## src/rtl/lcd_nibble_driver_pkg.sv

```systemverilog
// ----------------------------------------------------------------------------
// lcd_nibble_driver_pkg
//   Shared definitions for the HD44780 4-bit LCD write driver: FSM state
//   encodings, the power-up init ROM, the command constants and the
//   long-wait decode used to pick the post-byte delay.
// ----------------------------------------------------------------------------
package lcd_nibble_driver_pkg;

   // HD44780 command bytes
   localparam logic [7:0] CMD_CLEAR     = 8'h01;
   localparam logic [7:0] CMD_HOME      = 8'h02;
   localparam logic [7:0] CMD_HOME_ALT  = 8'h03;   // home with DB0 set; DB0 is don't-care
   localparam logic [7:0] CMD_FUNC_4BIT = 8'h28;
   localparam logic [7:0] CMD_ENTRY     = 8'h06;
   localparam logic [7:0] CMD_DISP_ON   = 8'h0C;

   localparam int unsigned INIT_ROM_LEN = 8;
   localparam int unsigned ROM_IDX_W    = 4;

   // Top-level sequencer states; the SETUP/PULSE/HOLD strobe lives in lcd_nibble_pulse
   typedef enum logic [2:0] {
      ST_POWERUP,
      ST_INIT,
      ST_IDLE,
      ST_STROBE_HI,
      ST_GAP,
      ST_STROBE_LO,
      ST_WAIT
   } drv_state_e;

   typedef enum logic [1:0] {
      PS_IDLE,
      PS_SETUP,
      PS_PULSE,
      PS_HOLD
   } pulse_state_e;

   // One init ROM entry; single-nibble entries carry their nibble in data[7:4]
   typedef struct packed {
      logic       single;
      logic       long_wait;
      logic [7:0] data;
   } init_entry_t;

   // Byte in flight: only what is still needed after the high nibble is issued
   typedef struct packed {
      logic       rs;
      logic       single;
      logic       long_wait;
      logic [3:0] lo_nib;
   } xfer_t;

   // Clear and home need the long execution delay; data writes never do
   function automatic logic needs_long_wait(input logic rs, input logic [7:0] data);
      return !rs && ((data == CMD_CLEAR) || (data == CMD_HOME) || (data == CMD_HOME_ALT));
   endfunction

   // Power-up sequence: three 0x3 wake-ups, switch to 4-bit, then configure
   function automatic init_entry_t init_rom(input logic [ROM_IDX_W-1:0] idx);
      init_entry_t e;
      case (idx)
         4'd0, 4'd1, 4'd2: e = '{single: 1'b1, long_wait: 1'b1, data: 8'h30};
         4'd3:             e = '{single: 1'b1, long_wait: 1'b0, data: 8'h20};
         4'd4:             e = '{single: 1'b0, long_wait: 1'b0, data: CMD_FUNC_4BIT};
         4'd5:             e = '{single: 1'b0, long_wait: 1'b0, data: CMD_ENTRY};
         4'd6:             e = '{single: 1'b0, long_wait: 1'b0, data: CMD_DISP_ON};
         4'd7:             e = '{single: 1'b0, long_wait: 1'b1, data: CMD_CLEAR};
         default:          e = '{single: 1'b0, long_wait: 1'b0, data: 8'h00};
      endcase
      return e;
   endfunction

endpackage

```

## src/rtl/lcd_nibble_pulse.sv

```systemverilog
// ----------------------------------------------------------------------------
// lcd_nibble_pulse
//   Performs one LCD nibble strobe: SETUP (1 cycle, bus driven, E low),
//   PULSE (E high while the shared counter runs), HOLD (1 cycle, E low).
//   The pulse length counter is owned by the parent; this block only
//   requests the load and watches for the last count.
// Ports
//   clk_i, rst_ni      clock, async active-low reset
//   start_i            begin a strobe (sampled in PS_IDLE only)
//   rs_i, nibble_i     register select / nibble captured with start_i
//   cnt_last_i         shared counter is on its final cycle
//   cnt_load_c_o       request load of the E pulse length (comb)
//   done_c_o           HOLD cycle, strobe finishing (comb)
//   lcd_e_o, lcd_rs_o, lcd_dat_o   registered LCD bus
// ----------------------------------------------------------------------------
module lcd_nibble_pulse
   import lcd_nibble_driver_pkg::*;
(
   input  logic       clk_i,
   input  logic       rst_ni,
   input  logic       start_i,
   input  logic       rs_i,
   input  logic [3:0] nibble_i,
   input  logic       cnt_last_i,
   output logic       cnt_load_c_o,
   output logic       done_c_o,
   output logic       lcd_e_o,
   output logic       lcd_rs_o,
   output logic [3:0] lcd_dat_o
);

   pulse_state_e state_q, state_d;
   logic         lcd_e_q, lcd_e_d;
   logic         lcd_rs_q, lcd_rs_d;
   logic [3:0]   lcd_dat_q, lcd_dat_d;

   // State and output registers
   always_ff @(posedge clk_i or negedge rst_ni) begin
      if (!rst_ni) begin
         state_q   <= PS_IDLE;
         lcd_e_q   <= 1'b0;
         lcd_rs_q  <= 1'b0;
         lcd_dat_q <= 4'h0;
      end else begin
         state_q   <= state_d;
         lcd_e_q   <= lcd_e_d;
         lcd_rs_q  <= lcd_rs_d;
         lcd_dat_q <= lcd_dat_d;
      end
   end

   // Next state; the pulse length is loaded on the way into PS_PULSE
   always_comb begin
      state_d      = state_q;
      cnt_load_c_o = 1'b0;
      case (state_q)
         PS_IDLE:  if (start_i) state_d = PS_SETUP;
         PS_SETUP: begin
            state_d      = PS_PULSE;
            cnt_load_c_o = 1'b1;
         end
         PS_PULSE: if (cnt_last_i) state_d = PS_HOLD;
         PS_HOLD:  state_d = PS_IDLE;
         default:  state_d = PS_IDLE;
      endcase
   end

   // Outputs; RS/DAT only change on entry to SETUP so they are stable around E
   always_comb begin
      lcd_e_d   = (state_d == PS_PULSE);
      lcd_rs_d  = lcd_rs_q;
      lcd_dat_d = lcd_dat_q;
      if ((state_q == PS_IDLE) && start_i) begin
         lcd_rs_d  = rs_i;
         lcd_dat_d = nibble_i;
      end
      done_c_o = (state_q == PS_HOLD);
   end

   assign lcd_e_o   = lcd_e_q;
   assign lcd_rs_o  = lcd_rs_q;
   assign lcd_dat_o = lcd_dat_q;

endmodule

```

## src/rtl/lcd_nibble_driver.sv

```systemverilog
// ----------------------------------------------------------------------------
// lcd_nibble_driver
//   Turns byte-wide LCD command/data writes into HD44780 4-bit bus cycles.
//   Runs the power-up init sequence by itself, then accepts one byte per
//   in_valid/in_ready handshake. All timing is in clock cycles.
// Ports
//   CCLK, RSTN         clock, async active-low reset
//   in_valid/in_ready  byte handshake; in_ready only once init is complete
//   in_rs, in_data     0 = command, 1 = data; byte to write
//   init_done          init sequence finished, sticky until reset
//   LCDE/LCDRS/LCDRW/LCDDAT   LCD bus (DB7..DB4); LCDRW tied low
// ----------------------------------------------------------------------------
module lcd_nibble_driver
   import lcd_nibble_driver_pkg::*;
#(
   parameter int unsigned POWERUP_CYC    = 750000,
   parameter int unsigned LONG_WAIT_CYC  = 205000,
   parameter int unsigned CMD_WAIT_CYC   = 2000,
   parameter int unsigned E_PULSE_CYC    = 12,
   parameter int unsigned NIBBLE_GAP_CYC = 50
) (
   input  logic       CCLK,
   input  logic       RSTN,
   input  logic       in_valid,
   input  logic       in_rs,
   input  logic [7:0] in_data,
   output logic       in_ready,
   output logic       init_done,
   output logic       LCDE,
   output logic       LCDRS,
   output logic       LCDRW,
   output logic [3:0] LCDDAT
);

   localparam int unsigned MAX_AB  = (POWERUP_CYC > LONG_WAIT_CYC) ? POWERUP_CYC : LONG_WAIT_CYC;
   localparam int unsigned MAX_CD  = (CMD_WAIT_CYC > E_PULSE_CYC) ? CMD_WAIT_CYC : E_PULSE_CYC;
   localparam int unsigned MAX_ABCD = (MAX_AB > MAX_CD) ? MAX_AB : MAX_CD;
   localparam int unsigned MAX_CYC = (MAX_ABCD > NIBBLE_GAP_CYC) ? MAX_ABCD : NIBBLE_GAP_CYC;
   localparam int unsigned CNT_W   = $clog2(MAX_CYC + 1);

   drv_state_e           state_q, state_d;
   logic [CNT_W-1:0]     cnt_q, cnt_d;
   logic [ROM_IDX_W-1:0] rom_idx_q, rom_idx_d;
   xfer_t                cur_q, cur_d;
   logic                 init_done_q, init_done_d;
   logic                 in_ready_q, in_ready_d;

   logic                 cnt_load_c;
   logic [CNT_W-1:0]     cnt_val_c;
   logic                 cnt_last_c;
   logic [CNT_W-1:0]     wait_val_c;
   logic                 start_c;
   logic                 nib_rs_c;
   logic [3:0]           nib_c;
   logic                 pls_cnt_load_c;
   logic                 pls_done_c;
   init_entry_t          rom_e_c;

   assign rom_e_c    = init_rom(rom_idx_q);
   assign cnt_last_c = (cnt_q <= CNT_W'(1));
   assign wait_val_c = cur_q.long_wait ? CNT_W'(LONG_WAIT_CYC) : CNT_W'(CMD_WAIT_CYC);

   // State, counter and output registers
   always_ff @(posedge CCLK or negedge RSTN) begin
      if (!RSTN) begin
         state_q     <= ST_POWERUP;
         cnt_q       <= '0;
         rom_idx_q   <= '0;
         cur_q       <= '0;
         init_done_q <= 1'b0;
         in_ready_q  <= 1'b0;
      end else begin
         state_q     <= state_d;
         cnt_q       <= cnt_d;
         rom_idx_q   <= rom_idx_d;
         cur_q       <= cur_d;
         init_done_q <= init_done_d;
         in_ready_q  <= in_ready_d;
      end
   end

   // Shared down-counter: a load of N keeps the owning state for N cycles
   always_comb begin
      cnt_d = cnt_q;
      if (cnt_load_c) begin
         cnt_d = cnt_val_c;
      end else if (pls_cnt_load_c) begin
         cnt_d = CNT_W'(E_PULSE_CYC);
      end else if (cnt_q != '0) begin
         cnt_d = cnt_q - CNT_W'(1);
      end
   end

   // Next state: sequences init ROM / accepted bytes through strobe, gap and wait
   always_comb begin
      state_d    = state_q;
      cur_d      = cur_q;
      rom_idx_d  = rom_idx_q;
      cnt_load_c = 1'b0;
      cnt_val_c  = '0;
      start_c    = 1'b0;
      nib_rs_c   = cur_q.rs;
      nib_c      = cur_q.lo_nib;
      case (state_q)
         ST_POWERUP: begin
            // counter is zero only straight out of reset; this cycle counts as the first
            if (cnt_q == '0) begin
               cnt_load_c = 1'b1;
               cnt_val_c  = CNT_W'(POWERUP_CYC - 1);
            end else if (cnt_last_c) begin
               state_d = ST_INIT;
            end
         end
         ST_INIT: begin
            if (rom_idx_q == ROM_IDX_W'(INIT_ROM_LEN)) begin
               state_d = ST_IDLE;
            end else begin
               cur_d     = '{rs: 1'b0, single: rom_e_c.single,
                             long_wait: rom_e_c.long_wait, lo_nib: rom_e_c.data[3:0]};
               start_c   = 1'b1;
               nib_rs_c  = 1'b0;
               nib_c     = rom_e_c.data[7:4];
               rom_idx_d = rom_idx_q + ROM_IDX_W'(1);
               state_d   = ST_STROBE_HI;
            end
         end
         ST_IDLE: begin
            if (in_valid && in_ready_q) begin
               cur_d    = '{rs: in_rs, single: 1'b0,
                            long_wait: needs_long_wait(in_rs, in_data), lo_nib: in_data[3:0]};
               start_c  = 1'b1;
               nib_rs_c = in_rs;
               nib_c    = in_data[7:4];
               state_d  = ST_STROBE_HI;
            end
         end
         ST_STROBE_HI: begin
            if (pls_done_c) begin
               cnt_load_c = 1'b1;
               if (cur_q.single) begin
                  cnt_val_c = wait_val_c;
                  state_d   = ST_WAIT;
               end else begin
                  cnt_val_c = CNT_W'(NIBBLE_GAP_CYC);
                  state_d   = ST_GAP;
               end
            end
         end
         ST_GAP: begin
            if (cnt_last_c) begin
               start_c = 1'b1;
               state_d = ST_STROBE_LO;
            end
         end
         ST_STROBE_LO: begin
            if (pls_done_c) begin
               cnt_load_c = 1'b1;
               cnt_val_c  = wait_val_c;
               state_d    = ST_WAIT;
            end
         end
         ST_WAIT: begin
            if (cnt_last_c) state_d = init_done_q ? ST_IDLE : ST_INIT;
         end
         default: state_d = ST_POWERUP;
      endcase
   end

   // Registered handshake/status outputs; IDLE is only reachable after init
   always_comb begin
      in_ready_d  = (state_d == ST_IDLE);
      init_done_d = init_done_q | (state_d == ST_IDLE);
   end

   lcd_nibble_pulse u_pulse (
      .clk_i        (CCLK),
      .rst_ni       (RSTN),
      .start_i      (start_c),
      .rs_i         (nib_rs_c),
      .nibble_i     (nib_c),
      .cnt_last_i   (cnt_last_c),
      .cnt_load_c_o (pls_cnt_load_c),
      .done_c_o     (pls_done_c),
      .lcd_e_o      (LCDE),
      .lcd_rs_o     (LCDRS),
      .lcd_dat_o    (LCDDAT)
   );

   assign in_ready  = in_ready_q;
   assign init_done = init_done_q;
   assign LCDRW     = 1'b0;

endmodule
```

## config.mk

```make
export PLATFORM = sky130hd
export DESIGN_NAME = lcd_nibble_driver
export DESIGN_NICKNAME = d
export VERILOG_FILES = /design/src/rtl/lcd_nibble_driver_pkg.sv /design/src/rtl/lcd_nibble_pulse.sv /design/src/rtl/lcd_nibble_driver.sv
export SDC_FILE = /design/constraint.sdc
export NUM_CORES = 1
export LEC_CHECK = 0
export CAP_MARGIN = 5
export CORE_MARGIN = 1
export CORE_UTILIZATION = 44
export CTS_CLUSTER_SIZE = 28
export DETAILED_ROUTE_END_ITERATION = 8
export PLACE_DENSITY = 0.61
export SLEW_MARGIN = 20
export SYNTH_ARGS = -nofsm -noshare
export SYNTH_HDL_FRONTEND = slang
export SYNTH_SLANG_ARGS = --single-unit
```

## constraint.sdc

```tcl
create_clock -name CCLK -period 5 [get_ports CCLK]
set_clock_uncertainty 0.15 [all_clocks]
set_input_delay 0.5 -clock CCLK [delete_from_list [all_inputs] [get_ports CCLK]]
set_output_delay 0.5 -clock CCLK [all_outputs]
set_load 0.01 [all_outputs]
```

* Yosys cells after proc, flatten, opt, wreduce, memory -nomap -nowiden
Memories as Yosys holds them, arrays and structs flattened. Cells that the tools add are included.
Operators by class: add/subtract/negate cells 2, multiply operators 0, divide/modulo/power cells 0, magnitude comparators 1, equality and inequality tests 17, shifts and indexed selects 0, mux-type cells 41, bitwise operators 2, reduce and logical (&&, ||, !) cells 15
Operators by type and width (number):
- $mux W20 | 4
- $mux W18 | 4
- $pmux W20 S3 | 1
- $mux W3 | 7
- $pmux W3 S7 | 1
- $le A20 B1 Y1 const B | 1
- $logic_not A20 Y1 | 1
- $reduce_bool A20 Y1 | 1
- $sub A20 B1 Y20 const B | 1
- $eq A8 B2 Y1 const B | 2
- $mux W7 | 2
- $pmux W7 S2 | 1
- $mux W10 | 1
- $eq A3 B2 Y1 const B | 3
- $eq A3 B3 Y1 const B | 3
- $mux W1 | 9
- $eq A8 B1 Y1 const B | 1
- $mux W2 | 4
- $mux W4 | 2
- $pmux W2 S4 | 1
- $pmux W4 S2 | 1
- $eq A2 B2 Y1 const B | 3
- $add A4 B1 Y4 const B | 1
- $eq A4 B4 Y1 const B | 1
- other kinds (17) | 22
Word-level totals: register bits 44, bits in latches 0, RAM bits 0, bits in read-only memories 64, input port bits 12, output and inout port bits 9, memories 1
Memory list:
- (name not given) | depth 8, width 8, read ports 1, clocked after Yosys merged registers in 0, wr ports 0, RTL line lcd_nibble_driver_pkg.sv:61 | case (idx)

* Depth between registers and ports, before layout
depth after elaboration 6, mapped depth 8

* Hierarchy
Synthesis repeated with hierarchy kept, for this count alone.
Second synthesis, totals: cells, all modules 275, area, all modules 2580.0 um^2
By module, submodules not included:
- lcd_nibble_driver | instances 1, cells each 249, area an instance 2207.1 um^2
- lcd_nibble_pulse | instances 1, cells each 26, area an instance 372.9 um^2

* Worst setup path before layout
Ideal clock, no wire load.
kind flip-flop to flip-flop, from register cnt_q[4], to register u_pulse.lcd_rs_q, in the netlist u_pulse.lcd_rs_o, setup time 0.125 ns, arrival 1.937 ns, required time 4.725 ns, setup slack 2.788 ns, stages on the path, launching flop included 7, cells stage by stage dfrtp_1 -> nor4_4 -> nand2_4 -> or3_1 -> buf_6 -> nand2_4 -> mux2_4
On the way: longest elaborated chain between the ends 4
RTL lines:
- start, declared | RTL line lcd_nibble_driver.sv:42 | logic [CNT_W-1:0] cnt_q, cnt_d;
- start signal, assigned | RTL line lcd_nibble_driver.sv:74 | cnt_q <= cnt_d;
- $le A20 B1 Y1 | RTL line lcd_nibble_driver.sv:60 | assign cnt_last_c = (cnt_q <= CNT_W'(1));
- $mux W1 | RTL line lcd_nibble_driver.sv:150 | if (cnt_last_c) begin
- $pmux W1 S3 | RTL line lcd_nibble_driver.sv:104 | case (state_q)
- $logic_and A1 B1 Y1 | RTL line lcd_nibble_pulse.sv:73 | if ((state_q == PS_IDLE) && start_i) begin
- end signal, assigned | RTL line lcd_nibble_pulse.sv:47 | lcd_rs_q <= lcd_rs_d;
- end, declared | RTL line lcd_nibble_pulse.sv:34 | logic lcd_rs_q, lcd_rs_d;
Every way passes these cells. A chain may end at the register's enable or synchronous reset.

* Worst setup path in the final report
from register cnt_q[4], to register cnt_q[1]
On the way: longest elaborated chain between the ends 4
RTL lines:
- $logic_not A20 Y1 | RTL line lcd_nibble_driver.sv:107 | if (cnt_q == '0) begin
- $mux W1 or $mux W20 (tied branches) | RTL line lcd_nibble_driver.sv:107
- $pmux W1 S2 or $pmux W20 S3 (tied branches) | RTL line lcd_nibble_driver.sv:104
- $reduce_bool A3 Y1 (no source line) or $mux W20 (tied branches)
Several ways; a longest one is shown, not always the timed one.

==> metrics.yaml <==
status:
  status: "completed"
worst_setup_path:
  path_max_fanout: 11
  worstPathRequired_ps: 5080
  crit_type: "flip-flop to flip-flop"
  crit_path_start_kind: "flip-flop"
  cp-end-kind: "flip-flop"
  reg2reg_depth: 5
  arrival_ps: 2790
synthesis:
  syn_avg_cell_area_um2: 9.32
  synthCells: 297
  yosys-top-cells-area: "dfrtp_1 40%, ha_1 5.9%, xnor2_1 4.1%"
  yosysWarnings: 0
  synthArstFlopShare_pct: 100
  yosysUniqueCellTypes: 59
  ys_seq_area_share_pct: 39.8
  synth_top_area_cell: "dfrtp_1"
  yosysTopAreaCellShare_pct: 39.8
  synth-main-ff-cell: "dfrtp_1"
  synth_edf_count: 0
  synth_seq_cells: 44
  synth_nets: 322
  syn_area_mm2: 0.00277
die:
  dieArea_mm2: 0.00661
  die_w_um: 81.3
  fp.coreArea_mm2: 0.00599
  io_pins: 21
  die_h_um: 81.3
  initial_core_util_pct: 46.2
  rows: 28
sta:
  timing.final.ws_setup_ps: 2300
  grt_setup_unrepaired: "no"
  finalHoldViolations: 0
  fin_setup_tns_ps: 0
  finalCriticalPeriod_ps: 2700
  fmax_ghz: 0.370
  slew_headroom_pct: 29.1
  fin_crit_sh_pct: 54.1
  setup_viol: 0
  tightest_slew_ps: 1060
  drv_slew: 0
job:
  cap_viol_max_count: 0
cells_and_area:
  layout_commonest_cell: "dfrtp_1"
  drive_gt1_share_pct: 8.74
  fin_cells: 384
  syn_to_final_growth_pct: 11.4
  mostFrequentLayoutCells: "44 x dfrtp_1, 23 x nand2_1, 22 x a21oi_1, 18 x clkdlybuf4s50_1, 16 x nor2_1"
  antenna_cells: 0
  nNetsFinal: 333
  fillerInstances: 564
  final_util_pct: 51.5
clock_network:
  cts.path.max_buffers: 2
  cts.clk_slew.worst_paths_ps: 90
  root_buffer: "clkbuf_8"
  cts_resized: 0
  clk_latency_ps: 300
  cts_tree: "yes"
  cts.sinks: 44
  htreeDepth: 2
  cts_setup_buffers: 0
  cts_buffers: 5
  cts_hold_buf: 0
placed_design:
  dp_hpwl_um: 4400
  place_ws_ps: 2250
  dp_cells: 376
  port_buffers: 19
  place_congestion: 0.801
global_route:
  antenna_found_initial: 0
  grt_max_degree: 45
  grt_pass1_vias: 2027
  grt_pass1_wl_um: 10100
  track_usage_pct: 20.2
  grt-ovfl-total: 0
detailed_routing:
  drtPass1Iterations: 4
  detail_route.wl_per_cell_um: 15.9
  drc: 0
  vias_per_cell: 5.74
  ant_nets: 0
  via_count: 2206
  routed_wl_um: 6110
  first_iter_violations: 126
power:
  cellPowerDensity_mw_per_mm2: 210
  power.internal_mw: 0.511
  clkPwrFrac_pct: 42.4
  totalPowerFinal_mw: 0.648
  vdd_drop_max_v: 0.000114
  p_sw_mw: 0.137
  p_comb_share_pct: 2.7
  switching_share_pct: 21.1
  power_leakage_nw: 1.25
  seqPwrFrac_pct: 54.9
hold_path:
  min_path_type: "input pin to async pin"
-- state kept, by name, summed over array words and instances (netlist names) --
name               count
rom_idx_q              4
u_pulse.lcd_rs_o       1
in_ready               1
u_pulse.lcd_e_o        1
init_done              1
cnt_q                 20
u_pulse.lcd_dat_o      4
cur_q                  7
state_q                3
u_pulse.state_q        2
-- worst paths after layout --
check | startpoint | endpoint | slack (ps)
hold / removal | RSTN | cur_q[0]$_DFFE_PN0P_ | 20
setup reg to reg | cnt_q[4]$_DFFE_PN0P_ | cnt_q[1]$_DFFE_PN0P_ | 2300
min in group CCLK | cur_q[2]$_DFFE_PN0P_ | cur_q[2]$_DFFE_PN0P_ | 340
hold reg to reg | cur_q[2]$_DFFE_PN0P_ | cur_q[2]$_DFFE_PN0P_ | 340
setup / recovery | cnt_q[4]$_DFFE_PN0P_ | cnt_q[1]$_DFFE_PN0P_ | 2300
max in group asynchronous | RSTN | state_q[0]$_DFF_PN0_ | 4290
-- final cells by class --
class / count / area [µm²] / share of cell area (%)
Clock buffer: 5 / 68.8 / 2.23
Clock inverter: 3 / 42.5 / 1.38
Inverter: 13 / 48.8 / 1.58
Multi-Input combinational cell: 224 / 1530 / 49.7
Sequential cell: 44 / 1100 / 35.7
Tap cell: 75 / 93.8 / 3.04
Timing Repair Buffer: 20 / 195 / 6.33
-- routing by layer --
metal  track usage [%]  wire length [µm]  share of wire (%)  vias up
met2              30.1              2560                 42       55
met4              5.36                65                1.1        0
met5                 0                 0                  0        -
met1              29.9              3170                 52     1047
met3              3.71               302                4.9        6
li1                  -                 -                  -     1098
-- cell usage after synthesis, types with 5 or more instances --
cell	n
a21oi_1	22
buf_2	5
clkbuf_1	7
a31oi_1	8
nand2b_1	5
o21ai_0	14
inv_1	13
xor2_1	5
nor2b_1	6
dfrtp_1	44
nand3_1	11
nor2_1	16
xnor2_1	13
nand4_1	9
ha_1	13
nor4_1	7
nand2_1	23
-- per-stage QoR --
step / instance area (µm²) / hold WS (ps)
4_1_cts: 3080 / 247
3_3_place_gp: 2970 / 318
3_5_place_dp: 2970 / 328
5_1_grt: 3080 / 76.7
2_1_floorplan: 2770 / 54.4
6_report: 3080 / 23.0
-- critical path, cell delays in order (launching register included) --
cell	delay, ps
dfrtp_1	460
nor4_4	580
and2_0	430
o2111ai_1	580
o211a_1	330
a21oi_1	110
-- cells by family (layout without fill, tap and decap cells) --
family	Yosys count	count (layout)	share of synthesized area [%]
and+or+nand+nor	117	117	25.5
AOI/OAI and AO/OA	72	72	16.9
DFF	44	44	39.8
buffers and inverters	29	41	4.84
xor gates and xnor gates	18	18	5.69
adders and majority gates	13	13	5.87
muxes	3	3	1.27
other	1	1	0.135
-- power by group through the flow --
stage | clock (mW) | combinational (mW) | sequential (mW)
CTS | 0.282 | 0.0179 | 0.355
finish | 0.275 | 0.0172 | 0.355
global placement | 0 | 0.0180 | 0.363
floorplan | 0 | 0.00131 | 0.363
global route | 0.302 | 0.0195 | 0.356
detailed placement | 0 | 0.0178 | 0.363
Power figures use the tool's default switching activity.
